[config.mk]
export PLATFORM = sky130hd
export DESIGN_NAME = sram_controller
export DESIGN_NICKNAME = d
export VERILOG_FILES = /design/src/rtl/sram_controller_pkg.sv /design/src/rtl/sram_controller.sv
export SDC_FILE = /design/constraint.sdc
export NUM_CORES = 1
export LEC_CHECK = 0
export ABC_AREA = 1
export ABC_CLOCK_PERIOD_IN_PS = 1800
export CORE_AREA = 5 5 113 104
export DETAILED_ROUTE_END_ITERATION = 8
export DIE_AREA = 0 0 118 109
export PLACE_DENSITY_LB_ADDON = 0.08
export SYNTH_ARGS = -nofsm -noshare
export SYNTH_HDL_FRONTEND = slang
export SYNTH_SLANG_ARGS = --single-unit
[constraint.sdc]
create_clock -name clk -period 1.8 [get_ports clk]
set_input_delay 0.36 -clock clk [delete_from_list [all_inputs] [get_ports clk]]
set_output_delay 0.36 -clock clk [all_outputs]
set_load 0.1 [all_outputs]
[src/rtl/sram_controller_pkg.sv]
// Shared definitions for the 32-bit to 16-bit asynchronous SRAM bridge.
package sram_controller_pkg;

    typedef enum logic [1:0] {
        IDLE = 2'd0,
        LOW  = 2'd1,
        HIGH = 2'd2,
        DONE = 2'd3
    } sramState_e;

    localparam logic [31:0] DEFAULT_BASE_ADDR   = 32'd1024;
    localparam int unsigned DEFAULT_HALF_CYCLES = 3;
    localparam int unsigned DEFAULT_SRAM_AW     = 18;

    // Byte offset of a CPU address from the SRAM window base, wrapping mod 2^32.
    function automatic logic [31:0] byteOffset(input logic [31:0] addr, input logic [31:0] base);
        return addr - base;
    endfunction

endpackage

[src/rtl/sram_controller.sv]
// Splits each 32-bit word access into two timed 16-bit accesses on an asynchronous SRAM.
module sram_controller
    import sram_controller_pkg::*;
#(
    parameter logic [31:0] BASE_ADDR   = DEFAULT_BASE_ADDR,
    parameter int unsigned HALF_CYCLES = DEFAULT_HALF_CYCLES,
    parameter int unsigned SRAM_AW     = DEFAULT_SRAM_AW
) (
    input  logic               clk,
    input  logic               rst,
    input  logic               wr_en,
    input  logic               rd_en,
    input  logic [31:0]        address,
    input  logic [31:0]        write_data,
    output logic [31:0]        read_data,
    output logic               ready,
    output logic [SRAM_AW-1:0] sram_addr,
    output logic [15:0]        sram_dq_o,
    input  logic [15:0]        sram_dq_i,
    output logic               sram_dq_oe,
    output logic               sram_we_n
);

    localparam int unsigned WAW = SRAM_AW - 1;
    localparam int unsigned CW  = (HALF_CYCLES > 1) ? $clog2(HALF_CYCLES) : 1;

    sramState_e     state, nextState;
    logic [CW-1:0]  cnt, cntNext;
    logic [WAW-1:0] wordReg, wordNext;
    logic [31:0]    wdataReg, wdataNext;
    logic           opWrite, opWriteNext;
    logic [31:0]    readDataNext;
    logic [SRAM_AW-1:0] addrNext;
    logic [15:0]    dqNext;
    logic           oeNext, weNNext;
    logic           phaseEnd;

    // A pending request holds the pipeline even while the bridge is idle.
    assign ready = (state == DONE) | ((state == IDLE) & ~wr_en & ~rd_en);

    // Next-state and next-output logic; every register holds unless a phase moves it.
    always_comb begin
        nextState    = state;
        cntNext      = cnt;
        wordNext     = wordReg;
        wdataNext    = wdataReg;
        opWriteNext  = opWrite;
        readDataNext = read_data;
        addrNext     = sram_addr;
        dqNext       = sram_dq_o;
        oeNext       = sram_dq_oe;
        weNNext      = sram_we_n;
        phaseEnd     = (cnt == CW'(HALF_CYCLES - 1));

        case (state)
            IDLE: begin
                if (wr_en | rd_en) begin
                    nextState   = LOW;
                    cntNext     = '0;
                    wordNext    = WAW'(byteOffset(address, BASE_ADDR) >> 2);
                    wdataNext   = write_data;
                    opWriteNext = wr_en;
                    addrNext    = {wordNext, 1'b0};
                    if (wr_en) begin
                        dqNext = write_data[15:0];
                    end
                    oeNext      = wr_en;
                    weNNext     = ~wr_en;
                end
            end
            LOW: begin
                if (phaseEnd) begin
                    nextState = HIGH;
                    cntNext   = '0;
                    if (!opWrite) begin
                        readDataNext[15:0] = sram_dq_i;
                    end else begin
                        dqNext = wdataReg[31:16];
                    end
                    addrNext  = {wordReg, 1'b1};
                end else begin
                    cntNext = cnt + CW'(1);
                end
            end
            HIGH: begin
                if (phaseEnd) begin
                    nextState = DONE;
                    cntNext   = '0;
                    if (!opWrite) begin
                        readDataNext[31:16] = sram_dq_i;
                    end
                    oeNext    = 1'b0;
                    weNNext   = 1'b1;
                end else begin
                    cntNext = cnt + CW'(1);
                end
            end
            DONE: begin
                nextState = IDLE;
            end
            default: begin
                nextState = IDLE;
            end
        endcase
    end

    // State and registered bus outputs.
    always_ff @(posedge clk) begin
        if (rst) begin
            state      <= IDLE;
            cnt        <= '0;
            wordReg    <= '0;
            wdataReg   <= '0;
            opWrite    <= 1'b0;
            read_data  <= '0;
            sram_addr  <= '0;
            sram_dq_o  <= '0;
            sram_dq_oe <= 1'b0;
            sram_we_n  <= 1'b1;
        end else begin
            state      <= nextState;
            cnt        <= cntNext;
            wordReg    <= wordNext;
            wdataReg   <= wdataNext;
            opWrite    <= opWriteNext;
            read_data  <= readDataNext;
            sram_addr  <= addrNext;
            sram_dq_o  <= dqNext;
            sram_dq_oe <= oeNext;
            sram_we_n  <= weNNext;
        end
    end

endmodule

# ---- Word-level counts from Yosys, hierarchy flattened
# Cells that the tools add are included.
dict set report totals {
  reg_bits 122
  in_bits 84
  output_inout_bits 69
  word_cells 63
}
dict set report op_classes {
  n_addsub 2
  n_eq_ne 9
  muxes 21
  bitwise 7
  n_reduce_logical 13
}
# op count
set ops {}
lappend ops {{$mux W16} 4}
lappend ops {{$mux W18} 2}
lappend ops {{$pmux W18 S2} 1}
lappend ops {{$pmux W16 S2} 1}
lappend ops {{$sub A19 B11 Y19 const B} 1}
lappend ops {{$reduce_and A3 Y1} 5}
lappend ops {{$mux W2} 5}
lappend ops {{$ne A2 B2 Y1 const B} 4}
lappend ops {{$pmux W2 S4} 1}
lappend ops {{$eq A2 B2 Y1 const B} 3}
lappend ops {{$reduce_bool A2 Y1} 3}
lappend ops {{$reduce_and A5 Y1} 1}
lappend ops {{$mux W1} 4}
lappend ops {{$pmux W1 S2} 2}
lappend ops {{$pmux W2 S2} 1}
lappend ops {{$reduce_and A2 Y1} 2}
lappend ops {{$not A1 Y1} 3}
lappend ops {{$add A2 B1 Y2 const B} 1}
lappend ops {{$and A1 B1 Y1} 2}
lappend ops {{$eq A2 B1 Y1 const B} 1}
lappend ops {{$logic_not A2 Y1} 1}
lappend ops {{$ne A2 B1 Y1 const B} 1}
lappend ops {{$or A1 B1 Y1} 2}
lappend ops {{$reduce_or A2 Y1} 1}

# ---- Longest topological paths before layout
# Gate-level depths: netlist of the first run.
dict set report logic_depth {
  word_depth 4
  mapped_depth 10
  ltp_nobuf 10
}

# ---- Worst setup path after synthesis of the first run
# OpenSTA, ideal clock, no wires.
dict set report synth_path {
  kind {reg2out}
  start {register state[0]}
  end {output port ready}
  arrival_time_ns 1.489
  required_time_ns 1.440
  setup_slack_ns -0.049
  stages_incl_launch_ff 5
  path_cell_list {dfxtp_1 > inv_1 > ha_1 > nand3_1 > nand2_1}
}
dict set report synth_between {
  elab_chain_cells 4
}
# element line_no
set synth_lines {}
lappend synth_lines {{start, declared} sram_controller.sv:27} ;# sramState_e state, nextState;
lappend synth_lines {{start signal, assigned} sram_controller.sv:121} ;# state <= nextState;
lappend synth_lines {{$logic_not A2 Y1} sram_controller.sv:39} ;# assign ready = (state == DONE) | ((state == IDLE) & ~wr_en & ~rd_en);
lappend synth_lines {{$and A1 B1 Y1 (2 in a row)} sram_controller.sv:39}
lappend synth_lines {{$or A1 B1 Y1 *} sram_controller.sv:39}
lappend synth_lines {{end, declared} sram_controller.sv:16} ;# output logic ready,
# Mark *: on every way between the ends. The rest lies on a longest branch, timed or not.

# ---- Final worst setup path of the first run
dict set report layout_path {
  start {register state[1]}
  end {output port ready}
}
# Same word-level chain as after synthesis.

==> impl_metrics.yaml, run 1 <==
status:
  outcome: "finished clean"
floorplanning:
  core_um2: 10500
  num_rows: 36
  die-area_um2: 12900
  die_y_um: 109
  ios: 153
  die_x_um: 118
  start_util_pct: 43.5
sta:
  holdWs_ps: 457
  clock.fmax_ghz: 0.575
  fin_crit_sh_pct: 96.6
  worst_slew_pin_slew_ps: 547
  finalCriticalPeriod_ps: 1740
  rsz0062_at_grt: "no"
  finClkSkew_ps: 9.60
  max_slew_margin_pct: 63.5
  hold_viol: 0
  drv_slew: 0
  setup_violations: 0
synthesis:
  muxShareOfSynthArea_pct: 0
  synth_top_area_cell: "dfxtp_1"
  syn-cell-area_um2: 4590
  synth-xor-area-share_pct: 0.573
  avgSynthCellArea_um2: 7.08
  ys_types: 26
  synth_top_family_by_area: "simple AND/OR/NAND/NOR gates"
  synth_top_area_share_pct: 46.3
  ys_top_cells_by_count: "nor2_1 (157), nand2_1 (107), dfxtp_1 (106), o21ai_0 (80), inv_1 (53)"
  yosysSeqAreaShare_pct: 46.3
  synth_edf_count: 0
  yosysWarnings: 0
  yosys-top-cells-area: "dfxtp_1 (46%), nor2_1 (13%), nand2_1 (8.8%)"
  synth_compound_area_share_pct: 15.6
  syn-num-nets: 738
  async_flop_share_pct: 0
  synthFlopType: "dfxtp_1"
  ys_ff_latch: 106
  synth_adder_area_share_pct: 1.64
  yosys.area_share.simple_pct: 27.3
  syn_inst: 648
  synthMostInstantiatedCell: "nor2_1"
global_routing:
  grt_pass1_wl_um: 21000
  grt_max_degree: 44
  antenna_found_initial: 0
  track_usage_pct: 19.5
  grt_pass1_vias: 4501
  grt_overflow: 0
routing:
  ant_nets: 0
  wl_um: 12800
  vias_per_cell: 4.93
  wl_per_cell_um: 13.9
  drt_first_iter_violations: 265
  dr.pass1.iters: 5
  drc: 0
  num_vias: 4528
cells_and_area:
  final_area_um2: 7230
  fin_cells: 919
  syn_to_final_growth_pct: 57.6
  drive_gt1_share_pct: 16.2
  insertedDiodeCount: 0
  nFillCells: 872
  nNetsFinal: 871
placement:
  place_inst: 900
  place_area_um2: 6810
  portBuffers: 137
  gp_routability_congestion: 0.845
  hpwl_um: 9330
setup_path:
  critical_path_class: "reg -> out"
  crit_chain: "inv_2 -> ha_4 -> nand3_2 -> nand2_2 -> buf_12"
  crit_family: "flip-flops"
  cp_data_arrival_time_ps: 1380
  ff2ff_setup_slack_ps: 140
  critPathMaxStageDelay_ps: 340
  path_buf_inv: 2
  end_kind: "primary output"
  startpoint_type: "flip-flop"
  r2r-start: "state[1]$_SDFFE_PP0P_"
  cp_slowest_cell: "dfxtp_1"
  critPathMaxFanout: 7
  reg2reg_depth: 8
  crit_required_ps: 1440
  r2r_end: "sram_dq_o[3]$_SDFFE_PP0P_"
cts:
  clk_latency_ps: 340
  cts_num_sinks: 106
  clockBufferDepth: 2
  ctsHtreeMaxLevel: 3
  cts_root_buffer: "clkbuf_16"
  cts_made_buffers: 9
  cts_tree: "yes"
  path_clk_slew_ps: 60
  hold_buffers: 0
hold_path:
  hold_depth: 2
  hold_path.class: "reg -> reg"
  hp-start: "wordReg[10]$_SDFFE_PP0P_"
  whs_endpoint: "wordReg[10]$_SDFFE_PP0P_"
power:
  power_density_nw_per_um2: 1840
  ir_worst_vdd_mv: 1.72
  p_leak_nw: 3.18
job:
  cap_violations: 0
state kept, by name, indices dropped and copies added, names as in the netlist:
name and count:
read_data 32, sram_addr 18, wordReg 17, sram_dq_o 16, wdataReg 16, cnt 2, state 2, opWrite 1
sram_dq_oe 1, sram_we_n 1
report_power, final:
| part | switching, W | internal [W] |
|---|---|---|
| combinational | 0.00496 | 0.00260 |
| clock | 0.000884 | 0.00127 |
| sequential | 0.000580 | 0.00303 |
| total | 0.00643 | 0.00691 |
per-stage QoR:
| step | setup slack [ps] | TNS (ps) | utilization, % | total power, W |
|---|---|---|---|---|
| floorplan | 169 | 0 | - | 0.00848 |
| global placement | -45.3 | -667 | 64.6 | 0.0109 |
| detailed placement | -130 | -1810 | 64.6 | 0.0111 |
| CTS | 3.82 | 0 | 68.0 | 0.0133 |
| global route | 0.711 | 0 | 68.6 | 0.0140 |
| finish | 61.3 | 0 | 68.6 | 0.0133 |
worst reg2reg max path: cells and delay by family (launching register included):
| family | cells | cell delay [ps] |
|---|---|---|
| adder cells (fa/ha/maj) | 1 | 220 |
| flip-flops | 1 | 340 |
| AND/OR/NAND/NOR | 4 | 600 |
| buffers and inverters | 2 | 200 |
| AO/OA/AOI/OAI | 1 | 240 |
cell usage in the layout (no fill, tap or decap), drive strengths merged:
cell type	n
nor2	160
nand2	109
dfxtp	106
buf	91
o21ai	84
clkdlybuf4s50	68
inv	57
a21oi	32
nand3	19
nand4	17
a21boi	16
clkbuf	10
ha	6
xor2	3
clkinv	2
bufinv	2
nor3	2
clkinvlp	1
o211ai	1
cell families (layout without fill, tap and decap cells):
logic type / Yosys count / after routing
fa+ha+maj: 6 / 6
flops: 106 / 106
compound gates: 133 / 133
xor+xnor: 3 / 3
buf+inv: 94 / 231
simple gates: 306 / 307
layout make-up:
cell class,instances,area [um^2],area share (%)
flip-flops and latches,106,2120,29.4
inverters,56,214,2.96
repair buffers,159,2260,31.2
multi-input cells,449,2130,29.5
clock buffers,10,239,3.31
clock inverters,6,95.1,1.32
well taps,133,166,2.30
repair_timing:
action / 4_1_cts / 5_1_grt
pin swaps: 0 / 2
endpoints found under the setup margin: 17 / 33
gates resized for setup: 5 / 7
setup buffers: 0 / 2
cloned: 0 / 1
worst max path at each step:
stage                          startpoint                          to  slack (ps)  cells after the start
global placement                    wr_en   sram_dq_o[5]$_SDFFE_PP0P_         -50                      7
floorplan           state[0]$_SDFFE_PP0P_  sram_dq_o[10]$_SDFFE_PP0P_         170                      8
finish              state[1]$_SDFFE_PP0P_                       ready          60                      5
CTS                 state[0]$_SDFFE_PP0P_                       ready           4                      5
detailed placement                  wr_en  sram_dq_o[11]$_SDFFE_PP0P_        -130                      7
global route        state[1]$_SDFFE_PP0P_                       ready         0.7                      5
per-layer routing:
layer	global-route usage, %	share of wire [%]	wire length [um]
met5	0	0	0
met4	5.24	1.0	130
met1	22.7	42	5440
met2	34.4	50	6420
met3	6.95	6.4	823
No activity file was read; power rests on OpenSTA's default activity.
==> inputs of run 2 (changes only) <==
--- a/config.mk
+++ b/config.mk
@@ -8,6 +8,7 @@
 export ABC_AREA = 1
 export ABC_CLOCK_PERIOD_IN_PS = 1800
 export CORE_AREA = 5 5 113 104
+export CTS_CLUSTER_DIAMETER = 50
 export DETAILED_ROUTE_END_ITERATION = 8
 export DIE_AREA = 0 0 118 109
 export PLACE_DENSITY_LB_ADDON = 0.08
==> results of run 2 <==
No change in the layout: final DEF, timing and power equal those of run 1.
==> inputs of run 3 (changes only) <==
==> constraint.sdc (replaced) <==
create_clock -name clk -period 1.8 [get_ports clk]
set_input_delay 0.27 -clock clk [delete_from_list [all_inputs] [get_ports clk]]
set_output_delay 0.27 -clock clk [all_outputs]
set_load 0.1 [all_outputs]
==> impl_metrics.yaml, run 3 (synthesized netlist as in run 1, its figures left out) <==
status:
  outcome: "finished clean"
setup_path:
  cp_data_arrival_time_ps: 1430
  cp_slowest_cell: "dfxtp_1"
  ff2ff_setup_slack_ps: 140
  critPathMaxStageDelay_ps: 340
  cp_num_cells: 5
  critPathMaxFanout: 7
  end_kind: "primary output"
  crit_required_ps: 1530
  r2r-start: "state[1]$_SDFFE_PP0P_"
  startpoint_type: "flip-flop"
  reg2reg_depth: 8
  r2r_end: "sram_dq_o[4]$_SDFFE_PP0P_"
  critical_path_class: "reg -> out"
  path_buf_inv: 2
  crit_family: "flip-flops"
  crit_chain: "inv_2 -> ha_4 -> nand3_1 -> nand2_2 -> buf_12"
sta:
  finClkSkew_ps: 7.98
  max_slew_margin_pct: 63.9
  setup_ws_ps: 97.1
  finalCriticalPeriod_ps: 1700
  drv_slew: 0
  hold_viol: 0
  clock.fmax_ghz: 0.587
  fin_crit_sh_pct: 94.6
  worst_slew_pin_slew_ps: 541
  setup_tns_ps: 0
  rsz0062_at_grt: "no"
  setup_violations: 0
floorplanning:
  ios: 153
  die_y_um: 109
  num_rows: 36
  die_x_um: 118
  start_util_pct: 43.5
  die-area_um2: 12900
  core_um2: 10500
cells_and_area:
  layout_common_cells: "nor2_1 (157), nand2_1 (106), dfxtp_1 (106), buf_4 (83), o21ai_0 (80)"
  reg.largest.list: "read_data: 32 flops, sram_addr: 18 flops, wordReg: 17 flops"
  largest-register: "read_data"
  drive_gt1_share_pct: 15.3
  syn_to_final_growth_pct: 37.3
  largest_reg_flops: 32
  insertedDiodeCount: 0
  fin_cells: 915
  nNetsFinal: 867
  final_common_cell: "nor2_1"
global_routing:
  grt_overflow: 0
  track_usage_pct: 18.4
  grt_pass1_wl_um: 19900
  grt_max_degree: 49
  grt_pass1_vias: 4228
  antenna_found_initial: 0
cts:
  cts_tree: "yes"
  cts_num_sinks: 106
  path_clk_slew_ps: 70
  post_cts_buffers: 0
  clockBufferDepth: 2
  clk_latency_ps: 340
  cts_root_buffer: "clkbuf_16"
  hold_buffers: 0
  ctsHtreeMaxLevel: 3
  cts_made_buffers: 9
power:
  seqPwrFrac_pct: 28.3
  switching_share_pct: 51.8
  p_leak_nw: 2.94
  power_density_nw_per_um2: 1900
  p_int_w: 0.00576
  power_frac_clock_pct: 16.6
  power.switching_w: 0.00618
  pwr-share-comb_pct: 55.1
  ir_worst_vdd_mv: 1.34
routing:
  vias_per_cell: 4.86
  num_vias: 4445
  dr.pass1.iters: 6
  ant_nets: 0
  wl_per_cell_um: 13.2
  wl_um: 12100
  drt_first_iter_violations: 259
  drc: 0
placement:
  post-place-ws_ps: -93.0
  gp_routability_congestion: 0.816
  hpwl_um: 8700
  portBuffers: 137
  place_inst: 898
hold_path:
  hp-start: "wordReg[10]$_SDFFE_PP0P_"
  whs_endpoint: "wordReg[10]$_SDFFE_PP0P_"
  hold_depth: 2
  hold_path.class: "reg -> reg"
job:
  cap_violations: 0
## run 3: timing repair
item | CTS | global route
gates resized for setup | 3 | 4
gates cloned | 0 | 1
pin swaps | 0 | 2
endpoints found under the setup margin | 18 | 25
## run 3: worst max path at each step
stage | start | to | slack (ps)
2_1_floorplan | state[0]$_SDFFE_PP0P_ | ready | 40
3_3_place_gp | wr_en | sram_dq_o[11]$_SDFFE_PP0P_ | -30
3_5_place_dp | wr_en | sram_dq_o[4]$_SDFFE_PP0P_ | -90
4_1_cts | state[0]$_SDFFE_PP0P_ | ready | 5
5_1_grt | state[0]$_SDFFE_PP0P_ | ready | 2
6_report | state[0]$_SDFFE_PP0P_ | ready | 100
## run 3: cell type report
type,count,area [um^2]
clock buffers,9,225
clock inverters,7,76.3
fillers,1026,4240
inverters,56,210
multi-input cells,449,2110
flip-flops and latches,106,2120
well taps,133,166
repair buffers,155,1380
## run 3: per-stage QoR
step | util (%) | hold WS (ps) | power, W | area, um^2
3_5_place_dp | 56.5 | 436 | 0.00990 | 5950
3_3_place_gp | 56.5 | 434 | 0.00979 | 5950
6_report | 59.7 | 446 | 0.0119 | 6300
5_1_grt | 59.7 | 463 | 0.0127 | 6300
2_1_floorplan | - | 360 | 0.00847 | 4590
4_1_cts | 59.5 | 446 | 0.0119 | 6280
## run 3: routing by layer
layer	up-vias	track usage (%)	routed length [um]	share of wire, %
met1	2009	23.6	5380	44
met5	-	0	0	0
met2	103	30.1	5770	48
met4	0	3.60	106	0.88
met3	9	6.74	847	7.0
li1	2324	-	-	-
## run 3: worst reg2reg max path, cell delays in order, from the launching register on
cell	delay (ps)
dfxtp_1	330
inv_2	100
ha_2	240
inv_2	70
o21ai_4	240
nand2_8	190
nor2_4	250
nor2_1	70
nor2_1	100
## run 3: power groups by stage
stage / sequential, W / clock (W) / combinational [W]
after floorplan: 0.00618 / 0 / 0.00230
after CTS: 0.00338 / 0.00202 / 0.00655
final: 0.00338 / 0.00198 / 0.00658
after detailed placement: 0.00343 / 0 / 0.00647
after global placement: 0.00340 / 0 / 0.00638
after global routing: 0.00346 / 0.00214 / 0.00706
